--- src/rtl/fifo_stream_reader.sv ---
`default_nettype none
// ============================================================================
//  Module      : fifo_stream_reader
//  Description : Drains a registered-read FIFO (data valid one cycle after
//                rd_en) and presents its words as a valid/ready stream at up
//                to one word per cycle. A two-entry output buffer absorbs the
//                FIFO read latency under backpressure. Accepted beats are
//                counted in a free-running, wrapping counter.
//  Revision    : 1.0 - initial release
// ============================================================================
module fifo_stream_reader #(
    parameter int DATA_WIDTH  = 32,
    parameter int COUNT_WIDTH = 32
) (
    input  logic                   clk,
    input  logic                   reset,
    input  logic                   enable,
    input  logic                   fifo_empty,
    input  logic [DATA_WIDTH-1:0]  fifo_data,
    output logic                   fifo_rd_en,
    output logic [DATA_WIDTH-1:0]  m_data,
    output logic                   m_valid,
    input  logic                   m_ready,
    output logic [COUNT_WIDTH-1:0] beat_count
);

    // A new read may be issued only if, after this cycle's pop and the
    // arrival of any read in flight, at most one slot is taken. The read then
    // lands next cycle without ever overflowing the two-entry buffer.
    localparam logic [2:0] c_RD_LIMIT = 3'd1;

    // ------------------------------------------------------------------
    // State
    // ------------------------------------------------------------------
    logic [1:0]             r_occ;      // words held in the buffer (0..2)
    logic                   r_pend;     // a FIFO read was issued last cycle
    logic                   r_valid;    // registered stream valid
    logic [DATA_WIDTH-1:0]  r_buf0;     // head entry, drives m_data
    logic [DATA_WIDTH-1:0]  r_buf1;     // second entry
    logic [COUNT_WIDTH-1:0] r_beats;    // accepted beat counter

    // ------------------------------------------------------------------
    // Next-state signals
    // ------------------------------------------------------------------
    logic                   w_pop;
    logic [2:0]             w_occ_after_pop;
    logic [2:0]             w_fill;
    logic                   w_rd_en;
    logic [DATA_WIDTH-1:0]  w_buf0_next;
    logic [DATA_WIDTH-1:0]  w_buf1_next;

    // Occupancy bookkeeping and the read-issue decision. The m_ready ->
    // fifo_rd_en path is deliberate: it lets a read go out in the same cycle
    // a slot is freed, which is what sustains one beat per cycle.
    always_comb begin
        w_pop           = r_valid & m_ready;
        // r_valid implies r_occ != 0, so this never underflows.
        w_occ_after_pop = {1'b0, r_occ} - {2'b00, w_pop};
        w_fill          = w_occ_after_pop + {2'b00, r_pend};
        w_rd_en         = enable & ~fifo_empty & ~reset & (w_fill <= c_RD_LIMIT);
    end

    // Buffer datapath: shift out the head on a pop, then drop an arriving
    // word into the first free slot behind whatever remains, keeping order.
    always_comb begin
        w_buf0_next = w_pop ? r_buf1 : r_buf0;
        w_buf1_next = r_buf1;
        if (r_pend) begin
            if (w_occ_after_pop == 3'd0) begin
                w_buf0_next = fifo_data;
            end else begin
                w_buf1_next = fifo_data;
            end
        end
    end

    // Registered state: occupancy, read-in-flight flag, buffer, valid, count.
    always_ff @(posedge clk) begin
        if (reset) begin
            r_occ   <= 2'd0;
            r_pend  <= 1'b0;
            r_valid <= 1'b0;
            r_buf0  <= '0;
            r_buf1  <= '0;
            r_beats <= '0;
        end else begin
            r_occ   <= w_fill[1:0];
            r_pend  <= w_rd_en;
            r_valid <= (w_fill != 3'd0);
            r_buf0  <= w_buf0_next;
            r_buf1  <= w_buf1_next;
            if (w_pop) begin
                r_beats <= r_beats + {{(COUNT_WIDTH-1){1'b0}}, 1'b1};
            end
        end
    end

    // While stalled (valid && !ready) there is no pop and any arrival goes
    // to slot 1 because occupancy is already nonzero, so the head holds.
    assign fifo_rd_en = w_rd_en;
    assign m_data     = r_buf0;
    assign m_valid    = r_valid;
    assign beat_count = r_beats;

endmodule
`default_nettype wire

--- config.mk ---
export PLATFORM = sky130hd
export DESIGN_NAME = fifo_stream_reader
export DESIGN_NICKNAME = d
export VERILOG_FILES = /design/src/rtl/fifo_stream_reader.sv
export SDC_FILE = /design/constraint.sdc
export NUM_CORES = 1
export LEC_CHECK = 0
export ABC_AREA = 1
export ABC_CLOCK_PERIOD_IN_PS = 4500
export BUFFER_PORTS_ARGS = -buffer_cell sky130_fd_sc_hd__buf_4
export CAP_MARGIN = 30
export CORE_MARGIN = 3
export CORE_UTILIZATION = 35
export DETAILED_ROUTE_END_ITERATION = 8
export GPL_TIMING_DRIVEN = 0
export PLACE_DENSITY = 0.64
export SLEW_MARGIN = 20
export SYNTH_ARGS = -nofsm -noshare
export SYNTH_HDL_FRONTEND = slang
export SYNTH_SLANG_ARGS = --single-unit
--- constraint.sdc ---
create_clock -name clk -period 4.5 [get_ports clk]
set_input_delay 0.45 -clock clk [delete_from_list [all_inputs] [get_ports clk]]
set_output_delay 0.45 -clock clk [all_outputs]
set_load 0.01 [all_outputs]
==> impl_results.html <==
<table>
<tr><th>Metric</th><th>Value</th></tr>
<tr><th colspan="2">Layout</th></tr>
<tr><td>Layout cells sized above 1</td><td>18.1%</td></tr>
<tr><td>ANT cells</td><td>0</td></tr>
<tr><td>Non-filler cells in the finished layout</td><td>925</td></tr>
<tr><td>Final #Nets</td><td>794</td></tr>
<tr><td>Area delta synth-&gt;final</td><td>28.6%</td></tr>
<tr><td>Final core area utilization</td><td>46.7%</td></tr>
<tr><th colspan="2">GRT</th></tr>
<tr><td>Global-route wire length before repair</td><td>20.2 mm</td></tr>
<tr><td>Antenna violations before repair</td><td>0</td></tr>
<tr><td>Leftover overflow at the end of global routing</td><td>0</td></tr>
<tr><td>Met3 Resource Use GR</td><td>6.17%</td></tr>
<tr><td>Met1 Use GR</td><td>22.6%</td></tr>
<tr><td>Most Crowded Layer GR</td><td>met2</td></tr>
<tr><td>Largest net degree at the start of global routing</td><td>15</td></tr>
<tr><td>Via count of the first global-routing pass</td><td>4,230</td></tr>
<tr><td>Global-route total usage across every layer</td><td>17.8%</td></tr>
<tr><td>Met2 Track Usage GR</td><td>28.4%</td></tr>
<tr><th colspan="2">Critical path</th></tr>
<tr><td>Worst-path maximum fanout</td><td>10</td></tr>
<tr><td>CP Cell Sequence</td><td>nand2_4 &gt; clkbuf_1 &gt; nor2_1 &gt; ha_1 &gt; inv_1 &gt; ha_1 &gt; xnor2_1 &gt; nand2_1 &gt; nor4b_1 &gt; buf_4</td></tr>
<tr><td>Crit path DAT</td><td>2.55 ns</td></tr>
<tr><td>Highest cell delay on the worst timing path</td><td>0.36 ns</td></tr>
<tr><td>Critical path start-end classification</td><td>flip-flop to output pin</td></tr>
<tr><td>Cell repeated most along the worst path</td><td>sky130_fd_sc_hd__ha_1</td></tr>
<tr><td>Worst setup SP type</td><td>flip-flop</td></tr>
<tr><td>Data required time of the critical path</td><td>4.05 ns</td></tr>
<tr><td>Cell at the slowest stage of the critical path</td><td>sky130_fd_sc_hd__dfxtp_1</td></tr>
<tr><td>Endpoint type of the worst setup path</td><td>output pin</td></tr>
<tr><td>Reg-to-reg slack, setup</td><td>1.95 ns</td></tr>
<tr><th colspan="2">Synthesis</th></tr>
<tr><td>Flops &amp; latches, synth</td><td>100</td></tr>
<tr><td>Sequential-to-total area share from yosys stat</td><td>45.3%</td></tr>
<tr><td>Mapped Avg Cell Area</td><td>6.90 um2</td></tr>
<tr><td>Cell taking the most area after synthesis</td><td>sky130_fd_sc_hd__dfxtp_1</td></tr>
<tr><td>Gate count of the mapped netlist</td><td>640</td></tr>
<tr><td>Cell area after synthesis</td><td>4420 um2</td></tr>
<tr><td>Number of library cell types mapped by synthesis</td><td>29</td></tr>
<tr><td>Cell types with the largest area share after synthesis</td><td>sky130_fd_sc_hd__dfxtp_1, sky130_fd_sc_hd__nor2_1, sky130_fd_sc_hd__nand2_1, sky130_fd_sc_hd__o21ai_1, sky130_fd_sc_hd__inv_1</td></tr>
<tr><td>Number of warnings reported in the yosys synthesis log</td><td>0</td></tr>
<tr><td>Synthesized net count</td><td>681</td></tr>
<tr><td>Proportion of netlist area held by the largest area contributor</td><td>45.3%</td></tr>
<tr><th colspan="2">Power</th></tr>
<tr><td>Worst-case vdd ir drop</td><td>0.000200 V</td></tr>
<tr><td>P_leak</td><td>0.00242 uW</td></tr>
<tr><td>Power density over the cells</td><td>399 nW/um2</td></tr>
<tr><th colspan="2">Die</th></tr>
<tr><td>Cell row count</td><td>40</td></tr>
<tr><td>Height of the die</td><td>118 um</td></tr>
<tr><td>Overall die width</td><td>118 um</td></tr>
<tr><td>Die area</td><td>14,000 um2</td></tr>
<tr><td>Placeable Area</td><td>12,200 um2</td></tr>
<tr><td>Starting density of the core</td><td>36.3%</td></tr>
<tr><td>Number of primary I/O pins</td><td>103</td></tr>
<tr><th colspan="2">Clocking</th></tr>
<tr><td>Maximum level of the CTS H-tree</td><td>3</td></tr>
<tr><td>Number of buffers created by CTS</td><td>9</td></tr>
<tr><td>CTS max path bufs</td><td>2</td></tr>
<tr><td>Clock input transition at the sequential cells of the worst setup and hold paths</td><td>0.07 ns</td></tr>
<tr><td>Clock sink total</td><td>100</td></tr>
<tr><td>Skew-Pair Late Insertion Delay</td><td>0.35 ns</td></tr>
<tr><td>TritonCTS clock tree</td><td>done</td></tr>
<tr><td>Resized Gates After CTS</td><td>0</td></tr>
<tr><td>Post-CTS setup-driven buffer insertion count</td><td>0</td></tr>
<tr><td>Root Driver</td><td>sky130_fd_sc_hd__clkbuf_16</td></tr>
<tr><td>Quantity of hold-fixing buffers added after cts</td><td>0</td></tr>
<tr><th colspan="2">Status</th></tr>
<tr><td>Run status</td><td>completed</td></tr>
<tr><th colspan="2">STA</th></tr>
<tr><td>Headroom to the max-slew limit</td><td>52.0%</td></tr>
<tr><td>Slew at the pin with the worst max-slew slack</td><td>0.710 ns</td></tr>
<tr><td>Final critical-path share of the clock period</td><td>66.6%</td></tr>
<tr><td>Layout Skew</td><td>0.00490 ns</td></tr>
<tr><td>Setup repair after global routing missed its margin</td><td>false</td></tr>
<tr><td>Endpoints failing hold</td><td>0</td></tr>
<tr><td>Final setup violation count</td><td>0</td></tr>
<tr><td>Final critical path time including I/O delays and setup</td><td>3.00 ns</td></tr>
<tr><td>Setup_tns</td><td>0 ns</td></tr>
<tr><td>Max-slew violation total from the final report</td><td>0</td></tr>
<tr><td>F_max</td><td>334 MHz</td></tr>
<tr><th colspan="2">Drt</th></tr>
<tr><td>Avg WL per Cell</td><td>13.0 um</td></tr>
<tr><td>Total Routed Length</td><td>12.0 mm</td></tr>
<tr><td>Number of vias in the routed layout</td><td>4,433</td></tr>
<tr><td>1st-iter DRT viols</td><td>268</td></tr>
<tr><td>Number of nets still failing antenna checks after routing</td><td>0</td></tr>
<tr><td>Post-detailed-route DRC marker count</td><td>0</td></tr>
<tr><td>First-pass DRT Iterations</td><td>5</td></tr>
<tr><td>Average vias per placed instance</td><td>4.79</td></tr>
<tr><th colspan="2">Place</th></tr>
<tr><td>Post-detailed-placement half-perimeter wirelength</td><td>8.96 mm</td></tr>
<tr><td>Final weighted congestion of routability-driven global placement</td><td>0.834</td></tr>
<tr><td>Port Buffers</td><td>102</td></tr>
<tr><td>Number of placed instances with taps included</td><td>910</td></tr>
<tr><th colspan="2">Job</th></tr>
<tr><td>Max cap viols</td><td>0</td></tr>
<tr><th colspan="2">Worst hold path</th></tr>
<tr><td>Type of the tightest min-delay check</td><td>input port to flip-flop</td></tr>
</table>
-- routing by layer --
layer / up-vias / part of all wire (%) / routed length [um]
met5: - / 0 / 0
met4: 0 / 1.4 / 167
met3: 16 / 8.3 / 997
met2: 142 / 45 / 5390
met1: 1992 / 45 / 5460
li1: 2283 / - / -
-- final cells by class --
type	instances	area, um2
clock buffers	13	250
flip-flops and latches	100	2000
multi-input cells	435	2000
clock inverters	2	35.0
inverters	76	285
repair buffers	102	766
fillers	1254	6480
plain buffers	29	130
well taps	168	210
-- worst paths after layout --
check	startpoint	to	depth (start not counted)
setup reg to reg	m_valid	r_pend	9
setup / recovery	m_valid	fifo_rd_en	10
hold / removal	fifo_data[21]	m_data[21]	3
hold reg to reg	r_buf1[12]	r_buf1[12]	2
-- state kept, by name, indices dropped and copies added (netlist names) --
register and cells:
beat_count 32, m_data 32, m_valid 1, r_buf1 32
r_occ 2, r_pend 1
-- per-stage QoR --
stage	cell area, um2	worst slack, ns	total power, uW	hold slack (ns)
5_1_grt	5680	1.25	2400	0.310
6_report	5680	1.50	2270	0.332
3_3_place_gp	5390	1.68	1510	0.435
2_1_floorplan	4420	2.07	1310	0.425
4_1_cts	5680	1.43	2290	0.310
3_5_place_dp	5390	1.61	1520	0.442
-- power by group --
group | internal, uW | leakage, uW | switching, uW | total (uW)
sequential | 976 | 0.000810 | 47.7 | 1020
combinational | 190 | 0.00148 | 284 | 473
clock | 443 | 0.000140 | 326 | 770
total | 1610 | 0.00242 | 658 | 2270
-- cells in the mapped netlist, drive strengths merged --
master,instances
a211oi,1
a21oi,47
and2,1
buf,11
clkbuf,18
clkinv,1
dfxtp,100
ha,4
inv,75
nand2,104
nand3,25
nand4,5
nor2,127
nor3,5
nor3b,1
nor4b,2
o21a,1
o21ai,109
xnor2,1
xor2,2
-- layout by cell type, fill, tap and decap left out, types with 5 or more instances in the layout --
cell type and instances:
sky130_fd_sc_hd__nor2_1 122, sky130_fd_sc_hd__buf_4 105, sky130_fd_sc_hd__nand2_1 101, sky130_fd_sc_hd__dfxtp_1 100
sky130_fd_sc_hd__inv_1 74, sky130_fd_sc_hd__o21ai_1 58, sky130_fd_sc_hd__o21ai_0 51, sky130_fd_sc_hd__a21oi_1 47
sky130_fd_sc_hd__nand3_1 23, sky130_fd_sc_hd__clkbuf_1 21, sky130_fd_sc_hd__clkbuf_16 9, sky130_fd_sc_hd__buf_2 8
sky130_fd_sc_hd__nand4_1 5, sky130_fd_sc_hd__nor3_1 5
-- logic make-up after synthesis --
logic type | count (synthesis) | share of synthesized area, %
and+or+nand+nor | 270 | 25.4
AOI/OAI and AO/OA | 158 | 18.0
buffers and inverters | 105 | 9.40
DFF | 100 | 45.3
adders and majority gates | 4 | 1.13
xor gates and xnor gates | 3 | 0.765
-- critical path, delay by kind of cell, from the launching register on --
kind	cells	cell delay, ns
flops	1	0.36
xor+xnor	1	0.15
buf+inv	3	0.55
fa+ha+maj	2	0.48
simple gates	4	0.66
No activity file was read; power rests on OpenSTA's default activity.
